$ cat config.mk
export PLATFORM = sky130hd
export DESIGN_NAME = ibex_mem_arbiter
export DESIGN_NICKNAME = d
export VERILOG_FILES = /design/src/rtl/ibex_mem_arbiter.sv
export SDC_FILE = /design/constraint.sdc
export NUM_CORES = 1
export LEC_CHECK = 0
export CORE_AREA = 2 2 140 142
export CTS_CLUSTER_DIAMETER = 60
export DETAILED_ROUTE_END_ITERATION = 7
export DIE_AREA = 0 0 142 144
export SYNTH_ARGS = -nofsm -noshare
export SYNTH_HDL_FRONTEND = slang
export SYNTH_SLANG_ARGS = --single-unit
$ cat constraint.sdc
create_clock -name clk_i -period 6.6 [get_ports clk_i]
set_clock_uncertainty 0.05 [all_clocks]
set_input_delay 1.32 -clock clk_i [delete_from_list [all_inputs] [get_ports clk_i]]
set_output_delay 1.32 -clock clk_i [all_outputs]
set_load 0.02 [all_outputs]
$ cat src/rtl/ibex_mem_arbiter.sv
// N-requester arbiter merging Ibex instr/data/host ports onto one single-port RAM.
// One grant per cycle (round-robin or fixed priority) with a latency-matched response pipeline.
module ibex_mem_arbiter #(
   parameter int unsigned NumReq     = 3,
   parameter int unsigned AddrWidth  = 32,
   parameter int unsigned DataWidth  = 32,
   parameter int unsigned MemDepth   = 16384,
   parameter logic [31:0] MemBase    = 32'h0000_0000,
   parameter int unsigned MemLatency = 1,
   parameter int unsigned ArbMode    = 0
) (
   input  logic                          clk_i,
   input  logic                          rst_ni,
   input  logic [NumReq-1:0]             req_i,
   input  logic [NumReq-1:0]             we_i,
   input  logic [NumReq*DataWidth/8-1:0] be_i,
   input  logic [NumReq*AddrWidth-1:0]   addr_i,
   input  logic [NumReq*DataWidth-1:0]   wdata_i,
   output logic [NumReq-1:0]             gnt_o,
   output logic [NumReq-1:0]             rvalid_o,
   output logic [NumReq-1:0]             err_o,
   output logic [DataWidth-1:0]          rdata_o,
   output logic                          mem_req_o,
   output logic                          mem_we_o,
   output logic [DataWidth/8-1:0]        mem_be_o,
   output logic [31:0]                   mem_addr_o,
   output logic [DataWidth-1:0]          mem_wdata_o,
   input  logic                          mem_rvalid_i,
   input  logic [DataWidth-1:0]          mem_rdata_i,
   output logic                          protocol_err_o
);

   localparam int unsigned BeW  = DataWidth / 8;
   localparam int unsigned IdW  = (NumReq > 1) ? $clog2(NumReq) : 1;
   localparam int unsigned Last = MemLatency - 1;
   localparam logic [AddrWidth:0] BaseExt  = (AddrWidth+1)'(MemBase);
   localparam logic [AddrWidth:0] LimitExt = BaseExt + (AddrWidth+1)'(64'(MemDepth) * 64'd4);

   logic [IdW-1:0]                 r_ptr;
   logic                           r_prot;
   logic [2:0]                     r_drain;
   logic [MemLatency-1:0]          r_pv;
   logic [MemLatency-1:0]          r_perr;
   logic [MemLatency-1:0]          r_pwe;
   logic [MemLatency-1:0][IdW-1:0] r_pid;

   logic                 w_gnt_any;
   logic [IdW-1:0]       w_gnt_idx;
   logic [IdW-1:0]       w_cand;
   logic [AddrWidth-1:0] w_addr;
   logic                 w_we;
   logic [BeW-1:0]       w_be;
   logic [DataWidth-1:0] w_wdata;
   logic                 w_in_range;
   logic                 w_grant;
   logic                 w_mem_go;
   logic                 w_exit_v;
   logic                 w_exit_ok;
   logic                 w_mismatch;

   // Round-robin scans from the slot after the last winner; fixed priority scans from 0.
   always_comb begin
      w_gnt_any = 1'b0;
      w_gnt_idx = '0;
      w_cand    = '0;
      for (int k = 0; k < NumReq; k++) begin
         if (ArbMode == 1) w_cand = IdW'(k);
         else              w_cand = IdW'((32'(r_ptr) + 32'(k) + 32'd1) % NumReq);
         if (!w_gnt_any && req_i[w_cand]) begin
            w_gnt_any = 1'b1;
            w_gnt_idx = w_cand;
         end
      end
   end

   assign w_addr  = addr_i[w_gnt_idx*AddrWidth +: AddrWidth];
   assign w_we    = we_i[w_gnt_idx];
   assign w_be    = be_i[w_gnt_idx*BeW +: BeW];
   assign w_wdata = wdata_i[w_gnt_idx*DataWidth +: DataWidth];

   // Widened compare so a window touching the top of the address space cannot wrap.
   assign w_in_range = ({1'b0, w_addr} >= BaseExt) && ({1'b0, w_addr} < LimitExt);
   assign w_grant    = rst_ni & w_gnt_any;
   assign w_mem_go   = w_grant & w_in_range;

   assign gnt_o       = w_grant ? (NumReq'(1) << w_gnt_idx) : '0;
   assign mem_req_o   = w_mem_go;
   assign mem_we_o    = w_mem_go & w_we;
   assign mem_be_o    = w_mem_go ? w_be : '0;
   assign mem_addr_o  = w_mem_go ? 32'(w_addr - AddrWidth'(MemBase)) : '0;
   assign mem_wdata_o = w_mem_go ? w_wdata : '0;

   assign w_exit_v  = rst_ni & r_pv[Last];
   assign w_exit_ok = w_exit_v & ~r_perr[Last];
   // RAM responses to accesses dropped by a reset may still arrive during the drain window.
   assign w_mismatch = (w_exit_ok & ~mem_rvalid_i) |
                       (mem_rvalid_i & ~w_exit_ok & (r_drain == 3'd0));

   assign rvalid_o       = w_exit_v ? (NumReq'(1) << r_pid[Last]) : '0;
   assign err_o          = (w_exit_v & r_perr[Last]) ? (NumReq'(1) << r_pid[Last]) : '0;
   assign rdata_o        = (w_exit_ok & ~r_pwe[Last]) ? mem_rdata_i : '0;
   assign protocol_err_o = rst_ni & r_prot;

   always_ff @(posedge clk_i) begin
      if (!rst_ni) begin
         r_pv    <= '0;
         r_perr  <= '0;
         r_pwe   <= '0;
         r_pid   <= '0;
         r_ptr   <= IdW'(NumReq - 1);
         r_prot  <= 1'b0;
         r_drain <= 3'(MemLatency);
      end else begin
         r_pv[0]   <= w_gnt_any;
         r_perr[0] <= ~w_in_range;
         r_pwe[0]  <= w_we;
         r_pid[0]  <= w_gnt_idx;
         for (int s = 1; s < MemLatency; s++) begin
            r_pv[s]   <= r_pv[s-1];
            r_perr[s] <= r_perr[s-1];
            r_pwe[s]  <= r_pwe[s-1];
            r_pid[s]  <= r_pid[s-1];
         end
         if (ArbMode == 0 && w_gnt_any) r_ptr <= w_gnt_idx;
         if (w_mismatch) r_prot <= 1'b1;
         if (r_drain != 3'd0) r_drain <= r_drain - 3'd1;
      end
   end

endmodule

* Word level (Yosys, flattened, before mapping)
Cells that the tools add are included.
** Word-level totals
- Bits in registers :: 11
- Word-level logic and storage cells :: 69
- Input bits :: 245
** Cells by class
- Add/sub/neg operators :: 5
- Order comparisons :: 5
- Reduce and logical (&&, ||, !) cells :: 6
- Bitwise operators :: 17
- Shift operators :: 5
- Divide/modulo/power cells :: 3
- Mux-type cells :: 21
** Operator list (number)
- indexed part select 96 x 8 -> 32 bit :: 2
- remainder unit 32 x 2 -> 32 bit, second input constant :: 3
- two-way mux 32 bit :: 3
- < comparator 32 x 17 -> 1 bit, second input constant :: 1
- < comparator 2 x 3 -> 1 bit, second input constant :: 4
- indexed part select 12 x 5 -> 4 bit :: 1
- bitwise AND 1 bit :: 11
- two-way mux 3 bit :: 3
- adder 3 x 1 -> 4 bit, second input constant :: 2
- binary-select mux 1 bit (select 2 bit) :: 4
- two-way mux 1 bit :: 7
- two-way mux 2 bit :: 3
- left shift 1 x 2 -> 3 bit, first input constant :: 2
- NOT 1 bit :: 5
- two-way mux 4 bit :: 1
- adder 2 x 1 -> 3 bit, second input constant :: 1
- adder 2 x 2 -> 3 bit, second input constant :: 1
- zero test 3 bit :: 1
- nonzero test 3 bit :: 1
- subtractor 3 x 1 -> 3 bit, second input constant :: 1
- logical AND 1 bit :: 2
- zero test 1 bit :: 2
- OR 1 bit :: 1

* Longest topological paths before layout
- Depth after elaboration :: 15
- Depth in mapped cells :: 11

* Least setup slack after synthesis
OpenSTA, ideal clock, no wires.
- Path kind :: input port to output port
- From :: in req_i[2]
- To :: out mem_be_o[0]
- Setup slack :: 1961 ps
- Required time :: 5230 ps
- Stages :: 8
- Data arrival time :: 3269 ps
- Cells stage by stage :: buf_2 and3b_1 o211ai_1 a21o_1 a221oi_1 or3_1 buf_4 nor4_1
** Between the ends
- Word-level cells in the longest chain between the ends :: 13
- Elaborated cells between the ends (all ways) :: 22
** Ends and longest elaborated chain
- start: declaration :: line 14 : input logic [NumReq-1:0] req_i,
- binary-select mux 1 bit (select 2 bit) :: line 69 : if (!w_gnt_any && req_i[w_cand]) begin
- two-way mux 1 bit (implied by the code) :: line 69
- two-way mux 1 bit :: line 69
- zero test 1 bit :: line 69
- logical AND 1 bit :: line 69
- two-way mux 1 bit :: line 69
- zero test 1 bit :: line 69
- logical AND 1 bit :: line 69
- two-way mux 2 bit :: line 69
- indexed part select 96 x 8 -> 32 bit :: line 76 : assign w_addr = addr_i[w_gnt_idx*AddrWidth +: AddrWidth];
- < comparator 32 x 17 -> 1 bit :: line 82 : assign w_in_range = ({1'b0, w_addr} >= BaseExt) && ({1'b0, w_addr} < LimitExt);
- bitwise AND 1 bit :: line 84 : assign w_mem_go = w_grant & w_in_range;
- two-way mux 4 bit * :: line 89 : assign mem_be_o = w_mem_go ? w_be : '0;
- end: declaration :: line 25 : output logic [DataWidth/8-1:0] mem_be_o,
Every way passes the cells marked *; elsewhere a longest branch is shown, timed or not. The select of a mux whose other input is x is not followed.

* Worst setup path in the final report
- From :: in req_i[2]
- To :: out mem_wdata_o[27]
** Between the ends
- Word-level cells in the longest chain between the ends :: 13
- Elaborated cells between the ends (all ways) :: 22
** Ends and longest elaborated chain
- binary-select mux 1 bit (select 2 bit) :: line 69
- two-way mux 1 bit (implied by the code) :: line 69
- two-way mux 1 bit :: line 69
- zero test 1 bit :: line 69
- logical AND 1 bit :: line 69
- two-way mux 1 bit :: line 69
- zero test 1 bit :: line 69
- logical AND 1 bit :: line 69
- two-way mux 2 bit :: line 69
- indexed part select 96 x 8 -> 32 bit :: line 76
- < comparator 32 x 17 -> 1 bit :: line 82
- bitwise AND 1 bit :: line 84
- two-way mux 32 bit * :: line 91 : assign mem_wdata_o = w_mem_go ? w_wdata : '0;
- end: declaration :: line 27 : output logic [DataWidth-1:0] mem_wdata_o,
Marked as above.

==> summary.md <==
| Metric | Value |
|---|---|
| Max-cap violations | 0 |
| Largest stage delay, worst path | 700 ps |
| Starting Density | 0.1677 |
| Drt drc | 0 |
| Largest net degree at the start of global routing | 53 |
| Share of layout cells above drive strength 1 | 0.09139 |
| Comb pwr share | 0.897 |
| EDFF count, synth | 0 |
| Worst Hold Class | reg2reg |
| Ys async rst share | 0 |
| Hold buffer count at CTS | 0 |
| Detailed-route via count | 4527 |
| Status | complete, no violations |
| Dpl cell area | 6704 µm² |
| Number of core rows | 51 |
| Placed insts | 989 |
| Mapped cell area | 3199 µm² |
| Pre-antenna DRT Iters | 4 |
| Average size of a mapped cell | 7.157 µm² |
| CP startpoint kind | primary input |
| Post-CTS sizing | 0 |
| Sw Ratio | 0.5734 |
| CP Cell Sequence | clkdlybuf4s50_1 -> nor2b_1 -> a22o_1 -> and2_2 -> buf_4 -> a221o_1 -> o211ai_4 -> buf_4 -> nor4_2 -> clkdlybuf4s50_1 |
| FF+latch count, synth | 11 |
| Placeable Area | 19080 µm² |
| Register area share after synthesis | 0.06883 |
| GRT overflow | 0 |
| Mean routed wirelength per cell | 17.76 µm |
| Flop pwr share | 0.052 |
| Clk Latency, worst-skew pair | 230 ps |
| Yosys warning count | 0 |
| Final Hold Fails | 0 |
| Worst Tran Pin Value | 611.7 ps |
| Lkg Pwr | 2.405 nW |
| CTS root buffer | clkbuf_16 |
| Fin crit period | 6015 ps |
| Pwr dens | 309.1 nW/µm² |
| Num CTS Buffers | 3 |
| Worst hold slack | 429.3 ps |
| Synth Instances | 447 |
| Switching power | 1.202 mW |
| Post-DP HPWL | 14570 µm |
| Design area | 6783 µm² |
| Peak supply drop | 318.9 µV |
| Clock share of power | 0.051 |
| CTS tree | yes |
| FF-to-FF setup slack | 3470 ps |
| Die Wd | 142 µm |
| Placer's final routability congestion estimate | 0.7820 |
| Post-route insts no fill | 993 |
| Internal | 0.8945 mW |
| CTS HTree Levels | 1 |
| Die H | 144 µm |
| P&R area growth vs syn | 112.0% |
| Slowest cell on the critical path | clkdlybuf4s50_1 |
| Global Route Usage Sum | 0.1579 |
| RSZ-0062 raised after global routing | no |
| Fin util | 0.3555 |
| CTS Sinks | 11 |
| Clock-pin slew on the worst setup and hold paths | 40 ps |
| Initial antenna violation count | 1 |
| Fin crit share | 0.9114 |
| Vias in the first global route | 4412 |
| Top_reg_cell synth | dfxtp_1 |
| CP Data Arrival Time | 4650 ps |
| Worst setup EP type | output pin |
| Final TNS setup | 0 ps |
| Critical Path Fanout Max | 28 |
| Total Wirelength | 17640 µm |
| First-pass GRT wire length | 25000 µm |
| Post-CTS Setup Bufs | 0 |
| Number of diodes | 0 |
| IO Port Bufs | 340 |
| Post-route ant nets | 0 |
| Ports | 357 |
| Die area | 20450 µm² |
| Number of distinct library cells after synthesis | 51 |
| Max Fclk | 0.1662 GHz |
| Count of pins over their slew limit | 0 |
| Net count, final | 1007 |
| Max-slew headroom | 0.5884 |
| DR iter-0 viols | 190 |
| Setup CP Type | in2out |
| Vias per cell | 4.559 |
| WP data required | 5230 ps |
| CTS Buffer Depth | 2 |
| Endpoints failing setup | 0 |
## power groups by stage
stage / logic (mW) / registers [mW] / clock network, mW
floorplan: 1.34 / 0.103 / 0
global placement: 1.90 / 0.108 / 0
detailed placement: 1.89 / 0.109 / 0
CTS: 1.90 / 0.108 / 0.109
global route: 2.04 / 0.111 / 0.112
finish: 1.88 / 0.108 / 0.108
## area by class of cell
type / count / area, µm²
fillers: 1975 / 12300
multi-input cells: 378 / 2639
inverters: 9 / 33.78
repair buffers: 353 / 3513
flip-flops and latches: 11 / 220.2
well taps: 238 / 297.8
clock buffers: 4 / 78.83
## cells in the final DEF, fill, tap and decap left out, types with 2 or more instances in the layout
cell type	count
nor2b_1	4
nand2_1	8
nand3b_1	3
nor3_1	17
o211ai_1	2
a211oi_1	43
mux2i_1	4
nor4_1	14
inv_1	9
nand3_1	13
a21oi_1	7
nand2b_1	3
nor4b_1	2
a31o_2	3
nand2_2	2
dfxtp_1	11
nor4_4	10
and2_1	35
and3_1	44
nor4_2	27
o21ai_2	2
buf_4	12
ha_1	6
nor2_1	65
clkdlybuf4s50_1	340
a22o_1	2
o21ai_0	14
conb_1	16
clkbuf_16	3
a31o_1	11
## critical path: cells and delay by family
family,cells,cell delay (ps)
compound gates,3,550
buf+inv,4,1990
simple gates,3,770
## cell usage after synthesis (2+ instances only)
cell | n | area share
o211ai_1 | 2 | 0.0047
a31o_1 | 11 | 0.030
a22o_1 | 2 | 0.0055
o21ai_2 | 2 | 0.0055
a211oi_1 | 43 | 0.10
and3_1 | 44 | 0.086
dfxtp_1 | 11 | 0.069
buf_6 | 8 | 0.028
buf_2 | 5 | 0.0078
nand2_1 | 9 | 0.011
nor4b_1 | 2 | 0.0055
a31o_2 | 3 | 0.0082
and2_1 | 36 | 0.070
buf_1 | 4 | 0.0047
nand3_1 | 13 | 0.020
nor3_1 | 18 | 0.028
inv_1 | 9 | 0.011
nand3b_1 | 3 | 0.0070
clkbuf_1 | 27 | 0.032
nor4_2 | 27 | 0.11
mux2i_1 | 4 | 0.013
nor4_4 | 10 | 0.066
nor2b_1 | 4 | 0.0078
nor2_1 | 65 | 0.076
or3_1 | 2 | 0.0039
a21oi_1 | 7 | 0.011
buf_4 | 19 | 0.045
o21ai_0 | 14 | 0.022
nor4_1 | 14 | 0.027
nand2b_1 | 3 | 0.0059
ha_1 | 6 | 0.023
## per-layer routing
metal	GRT usage	part of all wire
met1	0.1955	0.41
met3	0.02649	0.067
met5	0	0.00074
met2	0.2914	0.51
met4	0.02421	0.010
## registers in the layout (all words and copies together), names as in the netlist
| register | count |
|---|---|
| r_drain | 3 |
| r_pv | 1 |
| r_pid | 2 |
| r_ptr | 2 |
| r_prot | 1 |
| r_perr | 1 |
| r_pwe | 1 |
## kinds of logic (layout without fill, tap and decap cells)
family,after synthesis,count (layout),share of synthesized area
flops,11,11,0.06883
compound gates,94,94,0.2194
mux,4,4,0.01252
buf+inv,73,366,0.1322
fa+ha+maj,6,6,0.02346
xor+xnor,1,1,0.002738
simple gates,257,257,0.5397
other cells,1,16,0.001172
## per-stage QoR
step / worst slack (ps) / total power [mW]
after detailed placement: 575.1 / 2.001
after global routing: 370.3 / 2.262
after global placement: 612.3 / 2.007
after CTS: 568.5 / 2.116
after floorplan: 1961 / 1.445
final: 584.6 / 2.097
## final timing paths
kind / start / to / depth (start not counted)
max: req_i[2] / mem_wdata_o[27] / 10
min: r_prot$_SDFFE_PN0P_ / r_prot$_SDFFE_PN0P_ / 2
max reg2reg: r_ptr[0]$_SDFFE_PN0N_ / r_perr$_SDFF_PN0_ / 10
min reg2reg: r_prot$_SDFFE_PN0P_ / r_prot$_SDFFE_PN0P_ / 2
No activity file was read; power rests on OpenSTA's default activity.
